### src/rtl/v60_pkg.sv
// Shared definitions for the V60 memory-port arbiter: bus widths, access
// size encodings and the arbiter state type.
package v60_pkg;

  localparam int V60_ADDR_WIDTH = 32;
  localparam int V60_DATA_WIDTH = 32;

  // Access size encodings carried on size_i / mem_size
  localparam logic [1:0] V60_SIZE_BYTE = 2'b00;
  localparam logic [1:0] V60_SIZE_HALF = 2'b01;
  localparam logic [1:0] V60_SIZE_WORD = 2'b10;

  typedef enum logic [0:0] {
    ARB_IDLE = 1'b0,
    ARB_BUSY = 1'b1
  } arb_state_t;

endpackage

### src/rtl/v60_arb_pick.sv
// Combinational winner selection for the V60 bus arbiter.
// Build option V60_ARB_RR_EN: when defined, round-robin search starting at
// 'start'; when undefined, fixed priority with the lowest index winning and
// 'start' ignored.
module v60_arb_pick
  import v60_pkg::*;
#(
  parameter int NUM_REQ = 3
) (
  input  logic [NUM_REQ-1:0] req,
  input  logic [2:0]         start,
  output logic               valid,
  output logic [2:0]         idx
);

  assign valid = |req;

`ifdef V60_ARB_RR_EN
  logic [NUM_REQ-1:0] rot_s;
  logic [2:0]         off_s;
  logic [3:0]         sum_s;

  // Rotate so the search origin sits at bit 0; the doubled copy makes the wrap free
  assign rot_s = NUM_REQ'({req, req} >> start);

  // Lowest set bit of the rotated vector is the distance from the origin
  always_comb begin
    off_s = 3'd0;
    for (int i = NUM_REQ - 1; i >= 0; i--) begin
      off_s = rot_s[i] ? 3'(i) : off_s;
    end
  end

  // Map the distance back to an absolute requester index, modulo NUM_REQ
  always_comb begin
    sum_s = {1'b0, start} + {1'b0, off_s};
    if (sum_s >= 4'(NUM_REQ)) begin
      idx = 3'(sum_s - 4'(NUM_REQ));
    end else begin
      idx = sum_s[2:0];
    end
  end
`else
  logic start_unused_s;
  assign start_unused_s = ^start;

  // Fixed priority: scanning downwards leaves the lowest requesting index
  always_comb begin
    idx = 3'd0;
    for (int i = NUM_REQ - 1; i >= 0; i--) begin
      idx = req[i] ? 3'(i) : idx;
    end
  end
`endif

endmodule

### src/rtl/v60_bus_arbiter.sv
// V60 memory-port arbiter: grants one of NUM_REQ requesters (0=fetch,
// 1=data, 2=DMA), drives the registered memory request, returns
// ready/rdata to the owner and aborts a hung access with err_o after
// TIMEOUT_CYCLES cycles.
// Build option V60_ARB_RR_EN selects round-robin arbitration (default is
// fixed priority, lowest index first).
module v60_bus_arbiter
  import v60_pkg::*;
#(
  parameter int NUM_REQ        = 3,
  parameter int TIMEOUT_CYCLES = 255
) (
  input  logic                               clk,
  input  logic                               rst_n,
  input  logic [NUM_REQ-1:0]                 req_i,
  input  logic [NUM_REQ-1:0]                 wr_i,
  input  logic [2*NUM_REQ-1:0]               size_i,
  input  logic [NUM_REQ*V60_ADDR_WIDTH-1:0]  addr_i,
  input  logic [NUM_REQ*V60_DATA_WIDTH-1:0]  wdata_i,
  output logic [NUM_REQ-1:0]                 ready_o,
  output logic [NUM_REQ-1:0]                 err_o,
  output logic [V60_DATA_WIDTH-1:0]          rdata_o,
  output logic                               mem_req,
  output logic                               mem_wr,
  output logic [1:0]                         mem_size,
  output logic [V60_ADDR_WIDTH-1:0]          mem_addr,
  output logic [V60_DATA_WIDTH-1:0]          mem_wdata,
  input  logic [V60_DATA_WIDTH-1:0]          mem_rdata,
  input  logic                               mem_ready,
  output logic [2:0]                         owner_o,
  output logic                               busy_o
);

  localparam logic [0:0]  ST_IDLE  = 1'(ARB_IDLE);
  localparam logic [0:0]  ST_BUSY  = 1'(ARB_BUSY);
  localparam logic [15:0] TMO_LAST = 16'(TIMEOUT_CYCLES - 1);

  logic [0:0]                state_r;
  logic [0:0]                state_nxt_s;
  logic [15:0]               cnt_r;
  logic [15:0]               cnt_nxt_s;
  logic [2:0]                owner_r;
  logic                      mem_req_r;
  logic                      mem_wr_r;
  logic [1:0]                mem_size_r;
  logic [V60_ADDR_WIDTH-1:0] mem_addr_r;
  logic [V60_DATA_WIDTH-1:0] mem_wdata_r;

  logic                      busy_s;
  logic                      done_s;
  logic                      tmo_s;
  logic                      grant_s;
  logic [NUM_REQ-1:0]        owner_oh_s;
  logic [NUM_REQ-1:0]        pick_req_s;
  logic [2:0]                pick_start_s;
  logic                      pick_valid_s;
  logic [2:0]                pick_idx_s;
  logic                      sel_wr_s;
  logic [1:0]                sel_size_s;
  logic [V60_ADDR_WIDTH-1:0] sel_addr_s;
  logic [V60_DATA_WIDTH-1:0] sel_wdata_s;

  assign busy_s = (state_r == ST_BUSY);
  // A completion beats a timeout that lands in the same cycle
  assign done_s = busy_s & mem_ready;
  assign tmo_s  = busy_s & ~mem_ready & (cnt_r == TMO_LAST);

  // One-hot decode of the current owner
  always_comb begin
    owner_oh_s = '0;
    for (int i = 0; i < NUM_REQ; i++) begin
      owner_oh_s[i] = (owner_r == 3'(i));
    end
  end

  assign ready_o = (done_s | tmo_s) ? owner_oh_s : '0;
  assign err_o   = tmo_s ? owner_oh_s : '0;
  assign rdata_o = (done_s | tmo_s) ? mem_rdata : '0;

  // In BUSY the finishing owner must not win its own back-to-back slot
  assign pick_req_s = busy_s ? (req_i & ~owner_oh_s) : req_i;

`ifdef V60_ARB_RR_EN
  logic [2:0] ptr_r;

  // Round-robin origin: one past the most recent grant
  always_ff @(posedge clk or negedge rst_n) begin
    if (!rst_n) begin
      ptr_r <= 3'd0;
    end else if (grant_s) begin
      ptr_r <= (pick_idx_s == 3'(NUM_REQ - 1)) ? 3'd0 : (pick_idx_s + 3'd1);
    end else begin
      ptr_r <= ptr_r;
    end
  end

  assign pick_start_s = ptr_r;
`else
  assign pick_start_s = 3'd0;
`endif

  v60_arb_pick #(
    .NUM_REQ (NUM_REQ)
  ) u_pick (
    .req   (pick_req_s),
    .start (pick_start_s),
    .valid (pick_valid_s),
    .idx   (pick_idx_s)
  );

  // New grants only happen from IDLE or on a normal completion, never on timeout
  assign grant_s = pick_valid_s & (~busy_s | done_s);

  // Mux the winning requester's transaction fields
  always_comb begin
    sel_wr_s    = 1'b0;
    sel_size_s  = 2'b00;
    sel_addr_s  = '0;
    sel_wdata_s = '0;
    for (int i = 0; i < NUM_REQ; i++) begin
      sel_wr_s    = (pick_idx_s == 3'(i)) ? wr_i[i]                                     : sel_wr_s;
      sel_size_s  = (pick_idx_s == 3'(i)) ? size_i[i*2 +: 2]                            : sel_size_s;
      sel_addr_s  = (pick_idx_s == 3'(i)) ? addr_i[i*V60_ADDR_WIDTH +: V60_ADDR_WIDTH]  : sel_addr_s;
      sel_wdata_s = (pick_idx_s == 3'(i)) ? wdata_i[i*V60_DATA_WIDTH +: V60_DATA_WIDTH] : sel_wdata_s;
    end
  end

  // Next state and timeout counter
  always_comb begin
    state_nxt_s = state_r;
    cnt_nxt_s   = cnt_r;
    case (state_r)
      ST_IDLE: begin
        cnt_nxt_s = 16'd0;
        if (pick_valid_s) begin
          state_nxt_s = ST_BUSY;
        end else begin
          state_nxt_s = ST_IDLE;
        end
      end
      ST_BUSY: begin
        if (mem_ready) begin
          cnt_nxt_s = 16'd0;
          if (pick_valid_s) begin
            state_nxt_s = ST_BUSY;
          end else begin
            state_nxt_s = ST_IDLE;
          end
        end else if (tmo_s) begin
          cnt_nxt_s   = 16'd0;
          state_nxt_s = ST_IDLE;
        end else begin
          cnt_nxt_s   = cnt_r + 16'd1;
          state_nxt_s = ST_BUSY;
        end
      end
      default: begin
        cnt_nxt_s   = 16'd0;
        state_nxt_s = ST_IDLE;
      end
    endcase
  end

  // State, counter, request strobe and latched owner/transaction fields
  always_ff @(posedge clk or negedge rst_n) begin
    if (!rst_n) begin
      state_r     <= ST_IDLE;
      cnt_r       <= 16'd0;
      mem_req_r   <= 1'b0;
      owner_r     <= 3'd0;
      mem_wr_r    <= 1'b0;
      mem_size_r  <= 2'b00;
      mem_addr_r  <= '0;
      mem_wdata_r <= '0;
    end else begin
      state_r   <= state_nxt_s;
      cnt_r     <= cnt_nxt_s;
      mem_req_r <= (state_nxt_s == ST_BUSY);
      if (grant_s) begin
        owner_r     <= pick_idx_s;
        mem_wr_r    <= sel_wr_s;
        mem_size_r  <= sel_size_s;
        mem_addr_r  <= sel_addr_s;
        mem_wdata_r <= sel_wdata_s;
      end else begin
        owner_r     <= owner_r;
        mem_wr_r    <= mem_wr_r;
        mem_size_r  <= mem_size_r;
        mem_addr_r  <= mem_addr_r;
        mem_wdata_r <= mem_wdata_r;
      end
    end
  end

  assign mem_req   = mem_req_r;
  assign mem_wr    = mem_wr_r;
  assign mem_size  = mem_size_r;
  assign mem_addr  = mem_addr_r;
  assign mem_wdata = mem_wdata_r;
  assign owner_o   = owner_r;
  assign busy_o    = busy_s;

endmodule
### config.mk
export PLATFORM = sky130hd
export DESIGN_NAME = v60_bus_arbiter
export DESIGN_NICKNAME = d
export VERILOG_FILES = /design/src/rtl/v60_pkg.sv /design/src/rtl/v60_arb_pick.sv /design/src/rtl/v60_bus_arbiter.sv
export SDC_FILE = /design/constraint.sdc
export NUM_CORES = 1
export LEC_CHECK = 0
export CAP_MARGIN = 20
export CORE_AREA = 2 2 134 136
export CTS_CLUSTER_DIAMETER = 30
export DETAILED_ROUTE_END_ITERATION = 7
export DIE_AREA = 0 0 136 138
export GPL_ROUTABILITY_DRIVEN = 1
export PLACE_DENSITY = 0.79
export SLEW_MARGIN = 15
export SYNTH_ARGS = -nofsm -noshare
export SYNTH_HDL_FRONTEND = slang
export SYNTH_SLANG_ARGS = --single-unit
### constraint.sdc
create_clock -name clk -period 2.9 [get_ports clk]
set_clock_uncertainty 0.05 [all_clocks]
set_input_delay 0.725 -clock clk [delete_from_list [all_inputs] [get_ports clk]]
set_output_delay 0.725 -clock clk [all_outputs]
set_load 0.02 [all_outputs]
==> summary.md <==
| Metric | Value |
|---|---|
| Status | `finished clean` |
| TritonCTS buffer count | `9` |
| GRT Overall Usage | `0.244` |
| Post-synth cell types | `41` |
| Sequential Area | `2150 um^2` |
| Peak VDD IR | `0.411 mV` |
| Area of the multi-input gates | `3060 um^2` |
| Drt total wl | `23500 um` |
| CP endpoint kind | `primary output` |
| Avg Synthesized Cell Area | `8.24 um^2` |
| Starting DRT DRC Count | `521` |
| Sequential share of the synthesized area | `0.375` |
| Fin crit share | `0.990` |
| Worst Max-Slew Pin Slew | `694 ps` |
| Share of cells above drive strength 1 | `0.117` |
| # fillers | `1559` |
| Syn Nets | `938` |
| Die Height | `138 um` |
| Io pins | `349` |
| Largest net degree at the start of global routing | `69` |
| Final core occ | `0.577` |
| Worst-path clk slew | `70 ps` |
| I/O Buffers | `347` |
| Critical path startpoint category | `flip-flop` |
| Vias per cell | `5.35` |
| Clk sinks | `86` |
| Fmax | `348 MHz` |
| Final-report hold violation count | `0` |
| Cell Rows | `49` |
| Pins over their slew limit | `0` |
| Ys flop type | `dfrtp_1` |
| Unrepaired setup endpoints after global routing | `yes` |
| CP peak stage delay | `370 ps` |
| Final WS setup | `29.5 ps` |
| Number of synthesized flops with an enable pin | `0` |
| GPL Wtd Cong | `0.832` |
| Drt first pass iters | `7` |
| DRC Markers | `0` |
| Initial core utilization | `0.327` |
| Hold Path Class | `input port to asynchronous set/reset pin` |
| Worst Path Required | `2120 ps` |
| Cts hold-fix bufs | `0` |
| CP Class | `flip-flop to primary output` |
| Power per cell area | `801 nW/um^2` |
| CTS tree | `yes` |
| Slack of the worst reg-to-reg path | `460 ps` |
| Die Width | `136 um` |
| Cell count after synthesis | `697` |
| Global-route wire length before repair | `35900 um` |
| Critical path data arrival time | `2100 ps` |
| Global route overflow | `0` |
| Ys async rst share | `1.00` |
| Cell Chain, Critical Path | `inv_1, ha_1, nand4bb_1, nor4_1, buf_4, a21oi_4, buf_12, and3b_1, buf_6` |
| Final nets | `1266` |
| Flops & latches, synth | `86` |
| Slowest cell on the critical path | `dfrtp_1` |
| Final ANT Viol Nets | `0` |
| Max Cap Violations | `0` |
| Die ar. | `18800 um^2` |
| Minimum clock period | `2870 ps` |
| Clock tree buffer depth | `2` |
| Syn. warnings | `0` |
| Area added between synthesis and finish | `76.1%` |
| Slew headroom | `0.538` |
| Buf+Inv Stages, Crit Path | `4` |
| P_leak | `4.23 nW` |
| Worst slack, placed | `-249 ps` |
| CP top delay family | `simple AND/OR/NAND/NOR gates` |
| CP Max Fanout | `32` |
| Core Box Area | `17500 um^2` |
| Post-Syn Area | `5740 um^2` |
| Total setup buffers inserted after CTS | `0` |
| Clk_lat worst skew | `340 ps` |
| Final setup fails | `0` |
| WL/cell | `18.6 um` |
| Vias in the first global route | `6575` |
| Root buf cell | `clkbuf_16` |
| Via count | `6751` |
| H-tree Lvls | `3` |
| DP HPWL | `17300 um` |
| Initial antenna violation count | `5` |
[final timing paths]
check                             startpoint       endpoint  cells after the start
max in group asynchronous              rst_n      cnt_r[14]                      2
worst max-delay path                cnt_r[0]     rdata_o[2]                      9
worst max register to register    owner_o[1]  mem_wdata[16]                      5
worst min register to register  mem_addr[12]   mem_addr[12]                      2
worst min-delay path                   rst_n   mem_wdata[1]                      1
min in group clk                mem_addr[12]   mem_addr[12]                      2
[flip-flops by register name (all words and copies together), names as in the netlist]
signal / cells
mem_addr: 32
mem_wdata: 32
cnt_r: 16
mem_size: 2
owner_o: 2
mem_req: 1
mem_wr: 1
[per-stage QoR]
stage	total power [mW]	hold WS [ps]	cells	area, um^2	setup TNS (ps)
global route	8.57	378	1263	10100	-758
floorplan	4.49	379	697	5750	0
detailed placement	6.96	447	1243	9810	-8730
global placement	6.86	442	1243	9810	-7980
finish	8.10	332	1263	10100	0
CTS	8.14	348	1259	10000	-8.14
[timing repair]
| item | CTS | global route |
|---|---|---|
| setup endpoints to repair | 38 | 38 |
| resized for setup | 192 | 23 |
| hold endpoints to repair | 0 | 0 |
| pin swaps | 1 | 1 |
[placed cells by master, fill, tap and decap left out, types with 2 or more instances in the layout]
| master | instances |
|---|---|
| nor2_1 | 83 |
| xnor2_1 | 9 |
| buf_2 | 4 |
| nor3_1 | 2 |
| buf_6 | 21 |
| a211oi_1 | 134 |
| nand4_1 | 2 |
| or2_2 | 2 |
| clkbuf_16 | 9 |
| o31ai_1 | 68 |
| nand2_1 | 6 |
| dfrtp_1 | 86 |
| inv_1 | 70 |
| o21ai_0 | 69 |
| diode_2 | 4 |
| a21oi_1 | 4 |
| clkdlybuf4s50_1 | 308 |
| buf_4 | 47 |
| xor2_1 | 2 |
| clkinvlp_4 | 2 |
| nor4bb_1 | 2 |
| nand3_1 | 6 |
| ha_1 | 2 |
| nor4_1 | 7 |
| or3_1 | 5 |
| a21bo_2 | 2 |
| buf_12 | 17 |
| and3b_1 | 33 |
| nor4b_1 | 2 |
[cell type report]
| cell class | count | share of cell area |
|---|---|---|
| well taps | 229 | 0.0283 |
| flip-flops and latches | 86 | 0.213 |
| clock buffers | 11 | 0.0240 |
| diodes | 4 | 0.000990 |
| repair buffers | 397 | 0.399 |
| multi-input cells | 461 | 0.303 |
| clock inverters | 5 | 0.00582 |
| inverters | 70 | 0.0260 |
[cell families after synthesis]
logic type / after synthesis / share of synthesized area
AOI/OAI and AO/OA: 283 / 0.340
and+or+nand+nor: 162 / 0.155
buffers and inverters: 150 / 0.104
DFF: 86 / 0.375
xor gates and xnor gates: 11 / 0.0168
adders and majority gates: 2 / 0.00436
muxes: 2 / 0.00371
other: 1 / 0.000653
[power breakdown]
part	internal, mW	switching [mW]
Clock	0.692	0.502
Combinational	2.29	2.63
Sequential	1.69	0.299
Total	4.67	3.43
[Yosys cell counts, types with 2 or more instances]
master | number | area [um^2]
and3b_1 | 33 | 289
a21bo_2 | 2 | 20.0
nor2_1 | 83 | 312
nor4bb_1 | 3 | 30.0
nand2_1 | 6 | 22.5
nor2b_1 | 2 | 12.5
nand4_1 | 2 | 12.5
o21ai_0 | 69 | 345
clkbuf_1 | 66 | 248
ha_1 | 2 | 25.0
buf_2 | 8 | 40.0
nand2b_1 | 2 | 12.5
buf_4 | 3 | 22.5
nand3_1 | 6 | 30.0
or3_1 | 5 | 31.3
nor3b_1 | 2 | 15.0
dfrtp_1 | 86 | 2150
a211oi_1 | 134 | 1010
o31ai_1 | 68 | 510
inv_1 | 70 | 263
nor3_1 | 3 | 15.0
xor2_1 | 2 | 17.5
nor4_1 | 7 | 43.8
buf_6 | 2 | 22.5
xnor2_1 | 9 | 78.8
nor4b_1 | 3 | 26.3
a21oi_1 | 5 | 25.0
[layer usage]
layer | wire, um | share of wire | track usage | vias up
met4 | 980 | 0.042 | 0.123 | 2
met3 | 1760 | 0.075 | 0.0528 | 63
li1 | - | - | - | 3212
met1 | 8880 | 0.38 | 0.275 | 3176
met2 | 11800 | 0.50 | 0.430 | 298
met5 | 11 | 0.00047 | 0 | -
(Power assumes the default switching activity.)
